File: config.mk
export PLATFORM = sky130hd
export DESIGN_NAME = dnn_feature_feeder_flat
export DESIGN_NICKNAME = d
export VERILOG_FILES = /design/src/rtl/dnn_feature_feeder_if.sv /design/src/rtl/dnn_feature_feeder.sv /design/src/flat_wrapper.sv
export SDC_FILE = /design/constraint.sdc
export NUM_CORES = 1
export LEC_CHECK = 0
export CAP_MARGIN = 5
export CORE_MARGIN = 2
export CORE_UTILIZATION = 65
export DETAILED_ROUTE_END_ITERATION = 7
export GPL_TIMING_DRIVEN = 1
export PLACE_DENSITY_LB_ADDON = 0.1
export SLEW_MARGIN = 0
export SYNTH_ARGS = -nofsm -noshare
export SYNTH_HDL_FRONTEND = slang
export SYNTH_SLANG_ARGS = --single-unit
File: constraint.sdc
create_clock -name clk -period 7.7 [get_ports clk]
set_clock_uncertainty 0.05 [all_clocks]
set_input_delay 1.54 -clock clk [delete_from_list [all_inputs] [get_ports clk]]
set_output_delay 1.54 -clock clk [all_outputs]
set_load 0.05 [all_outputs]
File: src/rtl/dnn_feature_feeder_if.sv
// Feature-word ingress and DNN vec_in/dv_in egress signals of the feature feeder.
interface dnn_feature_feeder_if #(
    parameter int unsigned DATA_W = 20
);
    logic [DATA_W-1:0] feat_in;
    logic              feat_valid;
    logic              feat_ready;
    logic [DATA_W-1:0] dnn_vec;
    logic              dnn_dv;
    logic              frame_last;

    // master: MFCC front end / DNN side; slave: the feeder itself
    modport master (
        output feat_in, feat_valid,
        input  feat_ready, dnn_vec, dnn_dv, frame_last
    );
    modport slave (
        input  feat_in, feat_valid,
        output feat_ready, dnn_vec, dnn_dv, frame_last
    );
endinterface

File: src/rtl/dnn_feature_feeder.sv
// Buffers MFCC feature words in a FIFO and issues them to the DNN as rate-limited
// single-cycle dv strobes, tagging the last word of every feature frame.
module dnn_feature_feeder #(
    parameter int unsigned DATA_W    = 20,
    parameter int unsigned DEPTH     = 16,
    parameter int unsigned GAP       = 21,
    parameter int unsigned FRAME_LEN = 39
) (
    input  logic                     clk,
    input  logic                     reset,
    input  logic                     flush,
    dnn_feature_feeder_if.slave      bus,
    output logic [$clog2(DEPTH):0]   fill,
    output logic                     drop_err
);
    localparam int unsigned AW = $clog2(DEPTH);
    localparam int unsigned PW = AW + 1;
    localparam int unsigned GW = (GAP > 1) ? $clog2(GAP) : 1;
    localparam int unsigned IW = (FRAME_LEN > 1) ? $clog2(FRAME_LEN) : 1;

    logic [DATA_W-1:0] mem [DEPTH];

    logic [PW-1:0]     wptr_q, wptr_d;
    logic [PW-1:0]     rptr_q, rptr_d;
    logic [GW-1:0]     gcnt_q, gcnt_d;
    logic [IW-1:0]     widx_q, widx_d;
    logic [DATA_W-1:0] vec_q,  vec_d;
    logic              dv_q,   dv_d;
    logic              last_q, last_d;
    logic              drop_q, drop_d;

    logic full, empty, wr_en, rd_en, at_frame_end;

    // Extra pointer MSB distinguishes full from empty when the indices match
    assign full  = (wptr_q[AW] != rptr_q[AW]) && (wptr_q[AW-1:0] == rptr_q[AW-1:0]);
    assign empty = (wptr_q == rptr_q);
    assign wr_en = bus.feat_valid & ~full & ~flush & ~reset;
    assign rd_en = ~empty & (gcnt_q == '0) & ~flush;
    assign at_frame_end = (widx_q == IW'(FRAME_LEN - 1));

    // Next-state: flush wins over write and issue in the same cycle
    always_comb begin
        wptr_d = wptr_q;
        rptr_d = rptr_q;
        gcnt_d = gcnt_q;
        widx_d = widx_q;
        vec_d  = vec_q;
        dv_d   = 1'b0;
        last_d = 1'b0;
        drop_d = drop_q;
        if (flush) begin
            wptr_d = '0;
            rptr_d = '0;
            gcnt_d = '0;
            widx_d = '0;
            drop_d = 1'b0;
        end else begin
            if (wr_en) begin
                wptr_d = wptr_q + PW'(1);
            end
            if (bus.feat_valid && full) begin
                drop_d = 1'b1;
            end
            if (rd_en) begin
                vec_d  = mem[rptr_q[AW-1:0]];
                dv_d   = 1'b1;
                rptr_d = rptr_q + PW'(1);
                gcnt_d = GW'(GAP - 1);
                last_d = at_frame_end;
                widx_d = at_frame_end ? '0 : widx_q + IW'(1);
            end else if (gcnt_q != '0) begin
                gcnt_d = gcnt_q - GW'(1);
            end
        end
    end

    always_ff @(posedge clk or posedge reset) begin
        if (reset) begin
            wptr_q <= '0;
            rptr_q <= '0;
            gcnt_q <= '0;
            widx_q <= '0;
            vec_q  <= '0;
            dv_q   <= 1'b0;
            last_q <= 1'b0;
            drop_q <= 1'b0;
        end else begin
            wptr_q <= wptr_d;
            rptr_q <= rptr_d;
            gcnt_q <= gcnt_d;
            widx_q <= widx_d;
            vec_q  <= vec_d;
            dv_q   <= dv_d;
            last_q <= last_d;
            drop_q <= drop_d;
        end
    end

    // Storage array needs no reset; pointers define what is valid
    always_ff @(posedge clk) begin
        if (wr_en) begin
            mem[wptr_q[AW-1:0]] <= bus.feat_in;
        end
    end

    assign bus.feat_ready = ~full & ~reset;
    assign bus.dnn_vec    = vec_q;
    assign bus.dnn_dv     = dv_q;
    assign bus.frame_last = last_q;
    assign fill           = wptr_q - rptr_q;
    assign drop_err       = drop_q;
endmodule
File: src/flat_wrapper.sv
// flat-port wrapper written by rule: the top's interface ports become plain ports
module dnn_feature_feeder_flat 
#(
    parameter int unsigned DATA_W    = 20,
    parameter int unsigned DEPTH     = 16,
    parameter int unsigned GAP       = 21,
    parameter int unsigned FRAME_LEN = 39
)
  (clk, reset, flush, fill, drop_err, bus_feat_in, bus_feat_valid, bus_feat_ready, bus_dnn_vec, bus_dnn_dv, bus_frame_last);
  dnn_feature_feeder_if #(.DATA_W(DATA_W)) bus_i ();
  input  logic clk;
  input  logic reset;
  input  logic flush;
  output logic [$clog2(DEPTH):0] fill;
  output logic drop_err;
  input wire logic [$bits(bus_i.feat_in)-1:0] bus_feat_in;
  input wire logic [$bits(bus_i.feat_valid)-1:0] bus_feat_valid;
  output wire logic [$bits(bus_i.feat_ready)-1:0] bus_feat_ready;
  output wire logic [$bits(bus_i.dnn_vec)-1:0] bus_dnn_vec;
  output wire logic [$bits(bus_i.dnn_dv)-1:0] bus_dnn_dv;
  output wire logic [$bits(bus_i.frame_last)-1:0] bus_frame_last;
  assign bus_i.feat_in = bus_feat_in;
  assign bus_i.feat_valid = bus_feat_valid;
  assign bus_feat_ready = bus_i.feat_ready;
  assign bus_dnn_vec = bus_i.dnn_vec;
  assign bus_dnn_dv = bus_i.dnn_dv;
  assign bus_frame_last = bus_i.frame_last;
  dnn_feature_feeder #(.DATA_W(DATA_W), .DEPTH(DEPTH), .GAP(GAP), .FRAME_LEN(FRAME_LEN)) u_core (.clk(clk), .reset(reset), .flush(flush), .bus(bus_i), .fill(fill), .drop_err(drop_err));
endmodule
==> impl_metrics.yaml, run 1 <==
global_route:
  grtUsageTotal_pct: 25.3
  grt_overflow: 0
  grt_pass1_vias: 7246
  grt_pass1_wl_mm: 43.8
  antenna_found_initial: 0
  grt_max_degree: 54
logic_synthesis:
  synthCells: 696
  synth_area_leaders: "edfxtp_1 (68%), mux4_2 (13%), dfrtp_1 (7.7%)"
  synth_warnings: 0
  syn_avg_cell_area_um2: 20.4
  ys_ff_latch: 364
  syn_area_um2: 14200
  async_flop_share_pct: 12.1
  yosysMostFrequentCell: "edfxtp_1"
  syn_nets: 733
  synth_top_area_share_pct: 67.6
  ys.flop_type: "edfxtp_1"
  synth_top_area_cell: "edfxtp_1"
  ys_seq_area_share_pct: 75.4
  synthTopCellsByCount: "edfxtp_1 (320), mux4_2 (80), dfrtp_1 (44)"
  ys_types: 47
  synth_edf_count: 320
die:
  die_y_um: 152
  num_io_pins: 53
  core_um2: 21600
  start_util_pct: 65.7
  std_cell_rows: 54
  die_area_um2: 23100
  die_w_um: 152
clock_tree:
  cts_tree: "done"
  ctsHtreeMaxLevel: 2
  cts_root_buffer: "clkbuf_16"
  cts_made_buffers: 36
  cts_buffer_depth: 3
  clock-sinks: 364
  clk_pin_slew_worst_paths_ps: 60
  postCtsHoldBufs: 0
  cts_resized: 0
  postCtsSetupRepairBufs: 0
  clock_latency_ps: 520
power:
  switching_share_pct: 28.0
  peakVddDrop_mv: 0.299
  p_comb_share_pct: 20.5
  finalPower_mw: 5.03
  power_frac_seq_pct: 46.8
  power.leakage_nw: 5.16
  p_per_area_nw_per_um2: 313
  p_clk_share_pct: 32.7
  internal_power_mw: 3.62
  switching_power_mw: 1.41
sta:
  maxSlewViolCount: 0
  min_period_ps: 5210
  setup_viol: 0
  final-hold-violation-count: 0
  max_clock_freq_ghz: 0.192
  max_slew_margin_pct: 23.7
  grt_setup_unrepaired: "no"
  fin_crit_sh_pct: 67.6
  worst_pin_slew_ps: 1140
  fin_tns_setup_ps: 0
cells_and_area:
  fillerInstances: 1229
  utilization_pct: 74.4
  antennaDiodeCount: 0
  seq_area_um2: 10700
  nets: 793
  drive_above_1_share_pct: 21.3
  area_growth_pct: 13.2
  multiInputGateArea_um2: 3300
setup_path:
  end_kind: "output port"
  cp.arrival_ps: 3620
  cp.required_ps: 6110
  critPathKind: "reg2out"
  cp-start-kind: "flip-flop"
  path_max_fanout: 48
detailed_routing:
  detail_route.first_pass.iterations: 6
  wl_per_cell_um: 26.7
  vias: 6986
  drc_errors: 0
  routed_wl_mm: 28.4
  avgViaCountPerCell: 6.57
  ant_nets: 0
  drt-initial-drc-count: 665
job:
  drv_cap: 0
min_path:
  hp-class: "reg2reg"
placed_design:
  io_buffers: 52
  hpwl_mm: 17.0
  gp_congestion: 0.860
outcome:
  outcome: "completed"
## layer usage
layer / GRT usage (%) / wire [µm] / vias to the layer above
met2: 42.4 / 14700 / 270
li1: - / - / 2982
met4: 8.41 / 757 / 0
met1: 35.3 / 11300 / 3684
met3: 3.59 / 1650 / 50
met5: 0 / 0 / -
## state kept, by name, summed over array words and instances, names as in the netlist
register	flops
u_core.bus.dnn_dv	1
u_core.bus.dnn_vec	20
u_core.bus.frame_last	1
u_core.drop_err	1
u_core.gcnt_q	5
u_core.mem	320
u_core.rptr_q	5
u_core.widx_q	6
u_core.wptr_q	5
## worst max-delay path, stage by stage, from the launching register on
cell	delay, ps
dfrtp_4	1040
ha_1	280
inv_1	60
fa_1	410
a21o_1	180
a21oi_1	170
xnor2_1	130
clkdlybuf4s50_1	820
## cells by family after synthesis
family | after synthesis | share of synthesized area (%)
compound gates | 88 | 3.95
fa+ha+maj | 13 | 1.20
xor+xnor | 16 | 1.04
flops | 364 | 75.4
buf+inv | 46 | 1.41
mux | 102 | 14.4
simple gates | 67 | 2.62
## worst paths after layout
kind | from | end | slack, ps | cells past startpoint
max | u_core.rptr_q[0] | fill[4] | 2490 | 7
min reg2reg | u_core.drop_err | u_core.drop_err | 460 | 2
max reg2reg | u_core.rptr_q[0] | u_core.mem[12][18] | 3730 | 5
min in group asynchronous | reset | u_core.bus.dnn_vec[10] | 1600 | 2
max in group asynchronous | reset | u_core.rptr_q[0] | 5240 | 2
min | u_core.drop_err | u_core.drop_err | 460 | 2
## power groups by stage
stage	Sequential [mW]	Clock [mW]	Combinational, mW
finish	2.35	1.65	1.03
CTS	2.35	1.67	1.04
global route	2.37	1.74	1.09
detailed placement	2.39	0	1.03
global placement	2.39	0	1.01
floorplan	2.49	0	0.611
## layout by cell type, fill, tap and decap left out, drive strengths merged, types with 2 or more instances in the layout
master | Yosys | layout
inv | 12 | 13
a21o | 2 | 2
dfrtp | 44 | 44
ha | 12 | 12
a31oi | 3 | 3
mux2i | 2 | 2
clkinv | 0 | 12
o2bb2ai | 3 | 3
nor2 | 16 | 16
nor4 | 2 | 2
nor3 | 4 | 4
and2 | 19 | 19
o2111ai | 3 | 3
a21oi | 26 | 26
edfxtp | 320 | 320
nand2 | 9 | 9
o21ai | 4 | 4
o22ai | 40 | 40
a211oi | 2 | 2
xnor2 | 8 | 8
nand3 | 4 | 4
buf | 16 | 4
o211ai | 2 | 2
mux2 | 20 | 20
xor2 | 8 | 8
nor4b | 3 | 3
clkdlybuf4s50 | 0 | 52
clkbuf | 18 | 50
mux4 | 80 | 80
## stage by stage
stage	hold WS, ps	std cells	worst slack (ps)	cell area [µm²]
after CTS	477	1063	2400	16100
after floorplan	437	696	3660	14200
after global routing	511	1063	2220	16100
after global placement	446	998	2990	15000
after detailed placement	463	998	2950	15000
final	461	1063	2490	16100
## layout make-up
type / count / share of cell area [%]
timing repair buffer: 56 / 3.42
clock inverter: 15 / 0.739
tap: 280 / 2.18
multi-input combinational: 286 / 20.5
clock buffer: 50 / 6.18
inverter: 12 / 0.280
sequential: 364 / 66.7
Note: power is estimated with default switching activity, not from simulation.
==> run 2, diff against run 1 <==
CORE_UTILIZATION = 60   (was 65)
clock period = 5.3 ns   (was 7.7 ns; I/O delays follow)
==> run 2 against run 1 <==
Via count rose by 0.64%; worst hold slack worse by 6.1 ps; critical path depth shrank 1; combinational power increased by 51%; clock-buffer cell count up 4; setup slack got worse by 1600 ps; largest power group unchanged.
==> impl_metrics.yaml, run 2 (same netlist as run 1, synthesis figures left out) <==
sta:
  fin_crit_sh_pct: 82.5
  grt_setup_unrepaired: "no"
  final-hold-violation-count: 0
  max_slew_margin_pct: 15.4
  setup_viol: 0
  min_period_ps: 4370
  maxSlewViolCount: 0
  fin_tns_setup_ps: 0
  worst_pin_slew_ps: 1270
  max_clock_freq_ghz: 0.229
cells_and_area:
  final_common_cell: "edfxtp_1"
  mostFrequentLayoutCells: "edfxtp_1 (320), mux4_2 (80), clkdlybuf4s50_1 (52)"
  drive_above_1_share_pct: 22.7
  fillerInstances: 1466
  finish.instance_area_um2: 16300
  multiInputGateArea_um2: 3300
  area_growth_pct: 14.8
  stdcell_count: 1122
  seq_area_um2: 10700
  antennaDiodeCount: 0
  largest_register_ffs: 320
  nets: 812
clock_tree:
  clock_latency_ps: 520
  postCtsSetupRepairBufs: 0
  ctsHtreeMaxLevel: 2
  cts_resized: 0
  cts_buffer_depth: 3
  cts_tree: "done"
  cts_root_buffer: "clkbuf_16"
  cts_made_buffers: 37
  postCtsHoldBufs: 0
  clock-sinks: 364
  clk_pin_slew_worst_paths_ps: 60
detailed_routing:
  detail_route.first_pass.iterations: 7
  avgViaCountPerCell: 6.27
  route.met3.wl_mm: 1.83
  ant_nets: 0
  drc_errors: 0
  wl_met2_mm: 14.8
  wl_per_cell_um: 26.6
  top_layer: "met4"
  met1_length_mm: 12.5
  vias: 7031
  drt-initial-drc-count: 592
  routed_wl_mm: 29.9
power:
  power_frac_seq_pct: 45.2
  switching_power_mw: 2.02
  p_comb_share_pct: 21.2
  peakVddDrop_mv: 0.368
  p_per_area_nw_per_um2: 452
  p_clk_share_pct: 33.5
  switching_share_pct: 27.4
  internal_power_mw: 5.35
  power.leakage_nw: 5.27
setup_path:
  crit_start: "u_core.rptr_q[2]"
  r2r_slack_ps: 1730
  r2r_start: "u_core.rptr_q[2]"
  critPathKind: "reg2out"
  path_max_fanout: 26
  end_kind: "output port"
  cp.required_ps: 4190
  cp-start-kind: "flip-flop"
  cp.arrival_ps: 3260
die:
  core_um2: 23300
  start_util_pct: 60.9
  die_w_um: 158
  die_area_um2: 24900
  std_cell_rows: 56
  die_y_um: 158
  num_io_pins: 53
placed_design:
  hpwl_mm: 16.3
  io_buffers: 52
  dp.cells: 1055
  gp_congestion: 0.750
  postPlaceCellArea_um2: 15200
global_route:
  grt_pass1_wl_mm: 44.4
  grt_max_degree: 76
  grt_overflow: 0
  grtUsageTotal_pct: 25.1
  antenna_found_initial: 0
  grt_pass1_vias: 7186
outcome:
  outcome: "completed"
job:
  drv_cap: 0
min_path:
  hp-class: "reg2reg"
  worstHoldStart: "u_core.drop_err"
[run 2: cell count changes in the layout (fill, tap and decap cells not counted)]
cell        delta
buf_4         +17
clkbuf_1       +4
clkbuf_16      +2
clkbuf_8       -2
buf_12         +1
bufinv_16      +1
clkinv_1       +1
clkinv_2       -1
clkinv_4       -1
clkinvlp_4     -1
inv_6          -1
[run 2: layout make-up]
class / count / area share [%]
Clock buffer: 54 / 6.32
Sequential cell: 364 / 65.7
Tap cell: 319 / 2.45
Inverter: 12 / 0.276
Timing Repair Buffer: 74 / 4.28
Clock inverter: 13 / 0.751
Multi-Input combinational cell: 286 / 20.2
[run 2: layer usage]
metal,GRT usage (%),vias to the layer above
met5,0,-
met3,4.35,57
met2,40.1,276
met4,7.66,0
met1,36.2,3669
li1,-,3029
[run 2: path summary, 6_finish.rpt]
path | endpoint | cells past startpoint
max reg2reg | u_core.mem[12][6] | 7
min | u_core.drop_err | 2
min reg2reg | u_core.drop_err | 2
max | bus_feat_ready | 6
min in group asynchronous | u_core.wptr_q[4] | 2
max in group asynchronous | u_core.rptr_q[1] | 2
[run 2: power by group through the flow]
stage          combinational [mW]  sequential [mW]  clock (mW)
5_1_grt                      1.68             3.34        2.62
2_1_floorplan               0.887             3.62           0
4_1_cts                      1.59             3.33        2.51
3_5_place_dp                 1.58             3.39           0
6_report                     1.56             3.33        2.47
3_3_place_gp                 1.55             3.39           0
[run 2: through the flow]
stage	power (mW)	worst slack, ps	hold WS, ps	util [%]
6_report	7.37	927	455	69.9
5_1_grt	7.64	700	507	69.9
4_1_cts	7.43	892	463	69.9
3_5_place_dp	4.97	1430	447	65.0
3_3_place_gp	4.94	1510	438	65.0
2_1_floorplan	4.51	1740	437	-
[run 2: worst max-delay path, stage by stage (launching register included)]
cell	delay [ps]
dfrtp_1	380
inv_2	500
ha_1	340
nand4_1	330
nor2_1	420
nor2_1	80
clkdlybuf4s50_1	710
